### config.mk
export PLATFORM = sky130hd
export DESIGN_NAME = led_disp_arb
export DESIGN_NICKNAME = d
export VERILOG_FILES = /design/src/rtl/led_pkg.sv /design/src/rtl/led_disp_arb_rr_arb.sv /design/src/rtl/led_disp_arb.sv
export SDC_FILE = /design/constraint.sdc
export NUM_CORES = 1
export LEC_CHECK = 0
export CAP_MARGIN = 40
export CORE_MARGIN = 2
export CORE_UTILIZATION = 46
export DETAILED_ROUTE_END_ITERATION = 10
export PLACE_DENSITY = 0.87
export SLEW_MARGIN = 20
export SYNTH_ARGS = -nofsm -noshare
export SYNTH_HDL_FRONTEND = slang
export SYNTH_SLANG_ARGS = --single-unit
### constraint.sdc
create_clock -name clk -period 4.25 [get_ports clk]
set_clock_uncertainty 0.15 [all_clocks]
set_input_delay 0.85 -clock clk [delete_from_list [all_inputs] [get_ports clk]]
set_output_delay 0.85 -clock clk [all_outputs]
set_load 0.02 [all_outputs]
### src/rtl/led_pkg.sv
// Shared display definitions used by the display arbiter and the LED bank driver.
`timescale 1ns/1ps
package led_pkg;

  localparam int DISP_W  = 32;
  localparam int DIGIT_W = 4;
  localparam int NDIGITS = DISP_W / DIGIT_W;

  typedef enum logic {IDLE, HOLD} disp_state_t;

endpackage

### src/rtl/led_disp_arb_rr_arb.sv
// Combinational round-robin arbiter: rotate requests to the pointer, pick the
// lowest set bit, rotate the one-hot grant back.
`timescale 1ns/1ps
module rr_arb #(
  parameter int NREQ = 4
) (
  input  logic [NREQ-1:0]         req,
  input  logic [$clog2(NREQ)-1:0] pointer,
  output logic [NREQ-1:0]         grant
);

  logic [NREQ-1:0] req_rot;
  logic [NREQ-1:0] gnt_rot;

  always_comb begin
    req_rot = '0;
    gnt_rot = '0;
    grant   = '0;
    for (int i = 0; i < NREQ; i++) begin
      req_rot[i] = req[(i + int'(pointer)) % NREQ];
    end
    // Walk from the top down so the lowest rotated index wins
    for (int i = NREQ - 1; i >= 0; i--) begin
      if (req_rot[i]) begin
        gnt_rot    = '0;
        gnt_rot[i] = 1'b1;
      end
    end
    for (int i = 0; i < NREQ; i++) begin
      grant[(i + int'(pointer)) % NREQ] = gnt_rot[i];
    end
  end

endmodule

### src/rtl/led_disp_arb.sv
// Display arbiter: grants one debug source the seven-segment value for a
// minimum hold time, rotates grants round-robin, and generates the scan strobe.
`timescale 1ns/1ps
module led_disp_arb
  import led_pkg::*;
#(
  parameter int NREQ        = 4,
  parameter int HOLD_CYCLES = 50_000_000,
  parameter int SCAN_DIV    = 50_000
) (
  input  logic                     clk,
  input  logic                     rst,
  input  logic [NREQ-1:0]          req_valid,
  input  logic [NREQ*DISP_W-1:0]   req_data,
  output logic [NREQ-1:0]          req_ready,
  output logic [DISP_W-1:0]        digits,
  output logic [$clog2(NREQ)-1:0]  owner,
  output logic                     busy,
  output logic                     scan_tick
);

  localparam int OW = $clog2(NREQ);
  localparam int HW = $clog2(HOLD_CYCLES + 1);
  localparam int SW = $clog2(SCAN_DIV);

  disp_state_t       state;
  logic [OW-1:0]     ptr;
  logic [OW-1:0]     gnt_idx;
  logic [OW-1:0]     next_ptr;
  logic [OW-1:0]     sel_idx;
  logic [NREQ-1:0]   grant;
  logic [DISP_W-1:0] sel_data;
  logic              owner_valid;
  logic [HW-1:0]     hold_cnt;
  logic [SW-1:0]     scan_cnt;

  rr_arb #(.NREQ(NREQ)) u_rr_arb (
    .req     (req_valid),
    .pointer (ptr),
    .grant   (grant)
  );

  always_comb begin
    gnt_idx     = '0;
    sel_data    = '0;
    owner_valid = 1'b0;
    for (int i = 0; i < NREQ; i++) begin
      if (grant[i]) gnt_idx = OW'(i);
    end
    next_ptr = (gnt_idx == OW'(NREQ - 1)) ? '0 : gnt_idx + OW'(1);
    sel_idx  = (state == IDLE) ? gnt_idx : owner;
    for (int i = 0; i < NREQ; i++) begin
      if (OW'(i) == sel_idx) sel_data = req_data[i*DISP_W +: DISP_W];
      if (OW'(i) == owner)   owner_valid = req_valid[i];
    end
  end

  // Ready is held low while reset is asserted so no transfer can be signalled
  always_comb begin
    req_ready = '0;
    if (rst) begin
      if (state == IDLE) begin
        req_ready = grant;
      end else begin
        for (int i = 0; i < NREQ; i++) begin
          if (OW'(i) == owner) req_ready[i] = req_valid[i];
        end
      end
    end
  end

  always_ff @(posedge clk or negedge rst) begin
    if (!rst) begin
      state    <= IDLE;
      digits   <= '0;
      owner    <= '0;
      ptr      <= '0;
      busy     <= 1'b0;
      hold_cnt <= '0;
    end else begin
      case (state)
        IDLE: begin
          if (|grant) begin
            digits   <= sel_data;
            owner    <= gnt_idx;
            ptr      <= next_ptr;
            hold_cnt <= HW'(HOLD_CYCLES - 1);
            busy     <= 1'b1;
            state    <= HOLD;
          end
        end
        HOLD: begin
          // Owner refreshes the value without extending its hold window
          if (owner_valid) digits <= sel_data;
          if (hold_cnt == '0) begin
            busy  <= 1'b0;
            state <= IDLE;
          end else begin
            hold_cnt <= hold_cnt - HW'(1);
          end
        end
        default: state <= IDLE;
      endcase
    end
  end

  always_ff @(posedge clk or negedge rst) begin
    if (!rst) begin
      scan_cnt  <= '0;
      scan_tick <= 1'b0;
    end else begin
      scan_tick <= (scan_cnt == SW'(SCAN_DIV - 1));
      scan_cnt  <= (scan_cnt == SW'(SCAN_DIV - 1)) ? '0 : scan_cnt + SW'(1);
    end
  end

endmodule

# ---- After elaboration in Yosys (flattened, before gate mapping)
# Cells that the tools add are included.
dict set report classes {
  bitwise_logic 5
  mux 57
  magnitude_cmp 8
  n_eq_ne 12
  reduce_logical 15
  add_sub_neg 6
}
# operator n
set ops {}
lappend ops {{32-bit 2-to-1 mux} 6}
lappend ops {{32-bit one-hot mux with 2 select lines} 1}
lappend ops {{26-bit 2-to-1 mux} 2}
lappend ops {{26-bit one-hot mux with 2 select lines} 1}
lappend ops {{26-bit zero test} 1}
lappend ops {{26-bit by 1-bit subtractor with 26-bit output, second input constant} 1}
lappend ops {{4-bit 2-to-1 mux} 6}
lappend ops {{1-bit 2-to-1 mux} 23}
lappend ops {{16-bit by 1-bit adder with 16-bit output, second input constant} 1}
lappend ops {{16-bit equality test, second input constant} 1}
lappend ops {{16-bit 2-to-1 mux} 1}
lappend ops {{4-bit bitwise mux} 3}
lappend ops {{3-bit by 4-bit less-than comparator with 1-bit output, second input constant} 3}
lappend ops {{3-bit by 1-bit >= comparator with 1-bit output, second input constant} 3}
lappend ops {{1-bit binary-select mux with 2-bit select} 4}
lappend ops {{1-bit demux with 2-bit select} 4}
lappend ops {{2-bit equality test, first input constant} 4}
lappend ops {{2-bit 2-to-1 mux} 4}
lappend ops {{2-bit AND reduction} 4}
lappend ops {{2-bit by 1-bit != test with 1-bit output, second input constant} 3}
lappend ops {{2-bit OR reduction} 3}
lappend ops {{2-bit adder, first input constant} 2}
lappend ops {{4-bit AND} 1}
lappend ops {{1-bit by 2-bit equality test with 1-bit output, first input constant} 2}
lappend ops {{other kinds (12)} 19}
dict set report word_totals {
  ff_bits 81
  inputBits 134
}

# ---- Logic depth before layout (Yosys ltp)
dict set report depth {
  ltp_word 25
  ltp_mapped 14
  depth_no_buf 10
}

# ---- Hierarchy
# From an unflattened synthesis, not the netlist that was laid out.
dict set report hier_totals {
  cells_unflattened 631
  area_unflattened_um2 5136.2
}
# mod area_per_inst_um2 cells_per_inst seq_area_each_um2 instances
set modules_own_cells {}
lappend modules_own_cells {led_disp_arb 4758.3 593 2026.9 1}
lappend modules_own_cells {rr_arb 377.9 38 0.0 1}

# ---- Least setup slack after synthesis
# Ideal clock, no wire load.
dict set report synth_path {
  path_kind {register -> output}
  startpoint {reg ptr[1]}
  endpoint {out req_ready[3]}
  t_arrival_ns 3.243
  path_stages_with_launch 13
  slack_ns 0.007
  n_path_buf 4
  cell_sequence {dfrtp_1 > clkbuf_1 > inv_1 > ha_1 > mux4_1 > and2b_4 > a2111oi_4 > or2_1 > clkbuf_1 > buf_2 > buf_2 > o21ai_0 > and2_1}
}
dict set report synth_between {
  elab_chain_len 13
  elab_cells_between_ends 50
  classes_between {add/sub (3); order compare (8); mux (28); bitwise (4); reduce/logical (7)}
}
# element line_no
set synth_rtl {}
lappend synth_rtl {{start, declared} led_disp_arb.sv:27} ;# logic [OW-1:0] ptr;
lappend synth_rtl {{start signal, assigned} led_disp_arb.sv:86} ;# ptr <= next_ptr;
lappend synth_rtl {{parallel branches: the longest is 10 deep, another holds 3-bit by 4-bit less-than comparator with 1-bit output} n/a}
lappend synth_rtl {{4-bit bitwise mux *} led_disp_arb_rr_arb.sv:30} ;# grant[(i + int'(pointer)) % NREQ] = gnt_rot[i];
lappend synth_rtl {{4-bit 2-to-1 mux *} led_disp_arb.sv:62} ;# if (state == IDLE) begin
lappend synth_rtl {{4-bit 2-to-1 mux *} led_disp_arb.sv:61} ;# if (rst) begin
lappend synth_rtl {{end, declared} led_disp_arb.sv:15} ;# output logic [NREQ-1:0] req_ready,
# Every way passes the cells marked *. The select of a mux whose other input is x is not followed.

# ---- Final worst setup path
dict set report layout_path {
  startpoint {in req_valid[0]}
  endpoint {out req_ready[0]}
}
dict set report layout_between {
  elab_chain_len 12
  elab_cells_between_ends 22
  classes_between {mux (21); bitwise (1)}
}
# element line_no
set layout_rtl {}
lappend layout_rtl {{start, declared} led_disp_arb.sv:13} ;# input logic [NREQ-1:0] req_valid,
lappend layout_rtl {{1-bit binary-select mux with 2-bit select} led_disp_arb_rr_arb.sv:20} ;# req_rot[i] = req[(i + int'(pointer)) % NREQ];
lappend layout_rtl {{1-bit 2-to-1 mux (not written as such) (2 in series)} led_disp_arb_rr_arb.sv:20}
lappend layout_rtl {{4-bit 2-to-1 mux (3 in series)} led_disp_arb_rr_arb.sv:24} ;# if (req_rot[i]) begin
lappend layout_rtl {{4-bit AND (no source line)} n/a}
lappend layout_rtl {{4-bit bitwise mux (3 in series)} led_disp_arb_rr_arb.sv:30}
lappend layout_rtl {{4-bit 2-to-1 mux *} led_disp_arb.sv:62}
lappend layout_rtl {{4-bit 2-to-1 mux *} led_disp_arb.sv:61}
# Every way passes the cells marked *; elsewhere a longest branch is shown, timed or not. The select of a mux whose other input is x is not followed.

==> results <==
[cell type report]
| type | instances | area share |
|---|---|---|
| Clock inverter | 3 | 0.00414 |
| Timing Repair Buffer | 230 | 0.232 |
| Clock buffer | 13 | 0.0269 |
| Inverter | 9 | 0.00349 |
| Tap cell | 216 | 0.0279 |
| Sequential cell | 81 | 0.210 |
| Multi-Input combinational cell | 772 | 0.496 |
[worst max-delay path: stages]
cell and delay [ns]:
sky130_fd_sc_hd__clkdlybuf4s50_1 0.47, sky130_fd_sc_hd__mux4_2 0.55, sky130_fd_sc_hd__buf_4 0.16, sky130_fd_sc_hd__and2b_4 0.18, sky130_fd_sc_hd__a221oi_1 0.36, sky130_fd_sc_hd__o31ai_2 0.11
sky130_fd_sc_hd__a21oi_1 0.21, sky130_fd_sc_hd__nor2b_1 0.09, sky130_fd_sc_hd__buf_4 0.16
[power breakdown]
part           leakage (nW)  switching (mW)  total (mW)  internal (mW)
sequential            0.971           0.250        1.28           1.03
clock                 0.150           0.320       0.806          0.486
combinational          2.43            2.41        3.98           1.57
[cell usage in the layout (no fill, tap or decap), types with 5 or more instances in the layout]
master,count
sky130_fd_sc_hd__buf_4,48
sky130_fd_sc_hd__a211oi_1,32
sky130_fd_sc_hd__nor2_1,28
sky130_fd_sc_hd__dfrtp_1,80
sky130_fd_sc_hd__a21oi_1,17
sky130_fd_sc_hd__clkbuf_16,9
sky130_fd_sc_hd__clkdlybuf4s50_1,166
sky130_fd_sc_hd__o31ai_1,33
sky130_fd_sc_hd__nor2b_1,6
sky130_fd_sc_hd__buf_12,6
sky130_fd_sc_hd__xnor2_1,16
sky130_fd_sc_hd__nor4_1,38
sky130_fd_sc_hd__inv_1,8
sky130_fd_sc_hd__xor2_1,19
sky130_fd_sc_hd__ha_1,10
sky130_fd_sc_hd__nand2_1,159
sky130_fd_sc_hd__mux4_2,5
sky130_fd_sc_hd__nor3_1,13
sky130_fd_sc_hd__nand4_1,12
sky130_fd_sc_hd__nor3b_1,67
sky130_fd_sc_hd__nand3_1,102
sky130_fd_sc_hd__o21ai_0,70
sky130_fd_sc_hd__a31oi_1,66
sky130_fd_sc_hd__nor3_2,14
[metrics by stage]
step / cells / utilization / TNS, ns
global route: 1324 / 0.616 / -0.00812
CTS: 1322 / 0.612 / 0
finish: 1324 / 0.616 / 0
detailed placement: 1306 / 0.593 / -15.31
global placement: 1304 / 0.592 / -13.70
floorplan: 973 / - / 0
[repair_timing]
item / in CTS / in global routing
pin swaps: 2 / 3
resized for setup: 18 / 15
setup endpoints to repair: 4 / 52
buffers inserted: 0 / 1
endpoints found under the hold margin: 0 / 0
[state kept, by name (all words and copies together) (netlist names)]
| name | cells |
|---|---|
| scan_cnt | 16 |
| owner | 2 |
| hold_cnt | 26 |
| scan_tick | 1 |
| state | 1 |
| busy | 1 |
| digits | 32 |
| ptr | 2 |
[worst max path at each step]
stage	from	to	slack, ns	depth (start not counted)
global placement	req_valid[0]	req_ready[3]	-0.35	8
CTS	req_valid[3]	req_ready[0]	0.01	10
global route	req_valid[0]	req_ready[3]	-0.008	8
floorplan	ptr[1]$_DFFE_PN0P_	req_ready[3]	0.007	12
finish	req_valid[0]	req_ready[0]	0.12	9
detailed placement	req_valid[0]	req_ready[2]	-0.40	9
[kinds of logic (layout without fill, tap and decap cells)]
group / after synthesis / count (layout)
adders and majority gates: 10 / 10
xor gates and xnor gates: 35 / 35
buffers and inverters: 120 / 255
and+or+nand+nor: 474 / 474
AOI/OAI and AO/OA: 242 / 242
muxes: 11 / 11
DFF: 81 / 81
[per-layer routing]
layer / track usage / vias up / part of all wire
met3: 0.0677 / 68 / 0.095
met5: 0 / - / 0
met2: 0.452 / 495 / 0.47
met1: 0.394 / 3924 / 0.41
li1: - / 3842 / -
met4: 0.112 / 0 / 0.032
==> summary by stage <==
Layout
Counting the fill cells in the layout gives 1349. The growth of design area from synthesis to finish is 32.6%. The sequential standard cell area is 0.00203 sq mm. The antenna diode count is 0. Summing all non-filler instances in the final layout gives an area of 0.00967 sq mm. For this run, the post-layout net count is 1247. The multi-input logic area is 0.00480 sq mm. The ratio of cells with drive above 1 in the final layout is 0.116.

Setup path
The worst register-to-register path begins at ptr[1]$_DFFE_PN0P_. Along the worst path, the maximum fanout reaches 5. STA classifies the critical path startpoint as a primary input. The critical path in this run is classified as primary input to output pin. The critical path endpoint category is an output pin.

The required time of the critical path is 3.25 ns. Setup slack on the worst reg-to-reg path comes out at 0.28 ns. The endpoint identified for the worst register-to-register timing path is digits[30]$_DFFE_PN0P_.

The length in cells of the worst reg-to-reg path is 13. The data arrival at the endpoint of the critical path is 3.13 ns.

Synth
The number of nets handed over by synthesis was 1117. The largest family of logic cells by synthesized area is simple AND/OR/NAND/NOR gates. The synthesized area is 0.00729 sq mm. The post-synthesis mux area share is 0.0249. The simple logic cell fraction of the synthesized area is 0.350. By instance count, the leading cell after synthesis is sky130_fd_sc_hd__nand2_1.

Synthesis produced 973 cells. The largest area contributor in the synthesized netlist is sky130_fd_sc_hd__dfrtp_1. After synthesis the netlist holds a flip-flop and latch count of 81.

The share of the synthesized area in compound gates (AO/OA/AOI/OAI) was 0.216. The number of enable flip-flop cells after synthesis is 0. The unique cell type count in the Yosys netlist is 61.

Of the post-synthesis cell area, the dominant cell type holds 0.278. Of the total synthesized cell area, the portion taken by XOR and XNOR cells is 0.0420. After synthesis, the cell types taking the most area are sky130_fd_sc_hd__dfrtp_1 (28%), sky130_fd_sc_hd__nand2_1 (8.2%), sky130_fd_sc_hd__nand3_1 (7.0%).

The fraction of the yosys area taken by sequential cells is 0.278. The mean area per synthesized cell is 7.50 sq um. The fraction of registers with async set or reset after synthesis is 1.00. Of the total synthesized cell area, the portion taken by full adders, half adders and majority gates is 0.0172. In the synthesized netlist, the cells that appear most often are sky130_fd_sc_hd__nand2_1 (160), sky130_fd_sc_hd__nand3_1 (102), sky130_fd_sc_hd__clkbuf_1 (87).

For this run, the leading register cell type out of synthesis is sky130_fd_sc_hd__dfrtp_1. The number of warning messages in the yosys log is 0.

GRT
For this run the aggregate overflow at the end of global routing stands at 0. The number of global-route vias before repair is 7718. The initial antenna violation count is 0. The first global-routing pass estimated 39400 um of wire. Entering global routing, the biggest net connects 67 pins.

The global-route usage over all layers is 0.291.

Clock tree
The clock latency reported for the late side of the worst-skew pair is 0.35 ns. The clock tree root buffer cell is sky130_fd_sc_hd__clkbuf_16. The maximum number of buffers from clock root to sink is 2. Counting the buffers created by CTS gives 9. The clock transition at the registers of the reported paths is 0.06 ns. Buffers inserted to repair hold after CTS numbered 0. The number of sinks handled by clock tree synthesis is 81. The CTS tree is done. CTS built an H-tree with a depth of 3.

STA
For the pin with the worst max-slew slack, the measured transition is 0.838 ns. The worst path needs 4.13 ns of the cycle, external delays included. The number of setup violations in the final report is 0. The count of final hold-check violations is 0. The max-slew headroom at the worst pin is 0.441. The final period utilization is 0.972. Hold is met by 0.163 ns.

The number of max-slew violations in the final report came to 0. The worst setup slack after layout is 0.117 ns. The maximum frequency from static timing analysis is 242 MHz.

Detailed routing
Dividing the detail-routed via count by the number of cells gives 6.29. The first detailed-routing pass ran for 6 iterations. In this run the remaining antenna-violating nets after routing total 0.

For this run, design rule violations remaining after detail routing come to 0. The detailed router placed 8329 vias in this run. After detailed routing, the total wire length is 24700 um.

The routed length per placed instance is 18.7 um. The first-iteration detailed-routing DRC count is 829.

Min path
The worst hold path belongs to the class primary input to asynchronous set/reset pin.

Floorplanning
After floorplanning, the core was sized to cover 0.0157 sq mm. In this run the vertical extent of the chip is 130 um. For this configuration, the core starts out at a cell density of 0.464.

Row generation in the floorplan step produced 46 rows. The die width is 130 um. The I/O pin count is 174. The die covers 0.0169 sq mm.

Placement
The placed cell area is 0.00932 sq mm. The worst setup slack after placement is -0.398 ns. After legalization and detailed placement, the total HPWL measured 16600 um.

During placement, the flow inserted port buffers numbering 173. Routability-driven placement finished with a final weighted congestion of 0.939.

Pwr
IR analysis of the VDD net gives a maximum drop of 0.488 mV. For this design the ratio of total power to cell area is 628 mW/mm^2. The leakage power figure is 3.55 nW. The post-layout total power is 6.07 mW.

Flow run
Across the run, the number of max-cap violations was 0.

Outcome
The run finished with clean final reports.
Note: power is estimated with default switching activity, not from simulation.
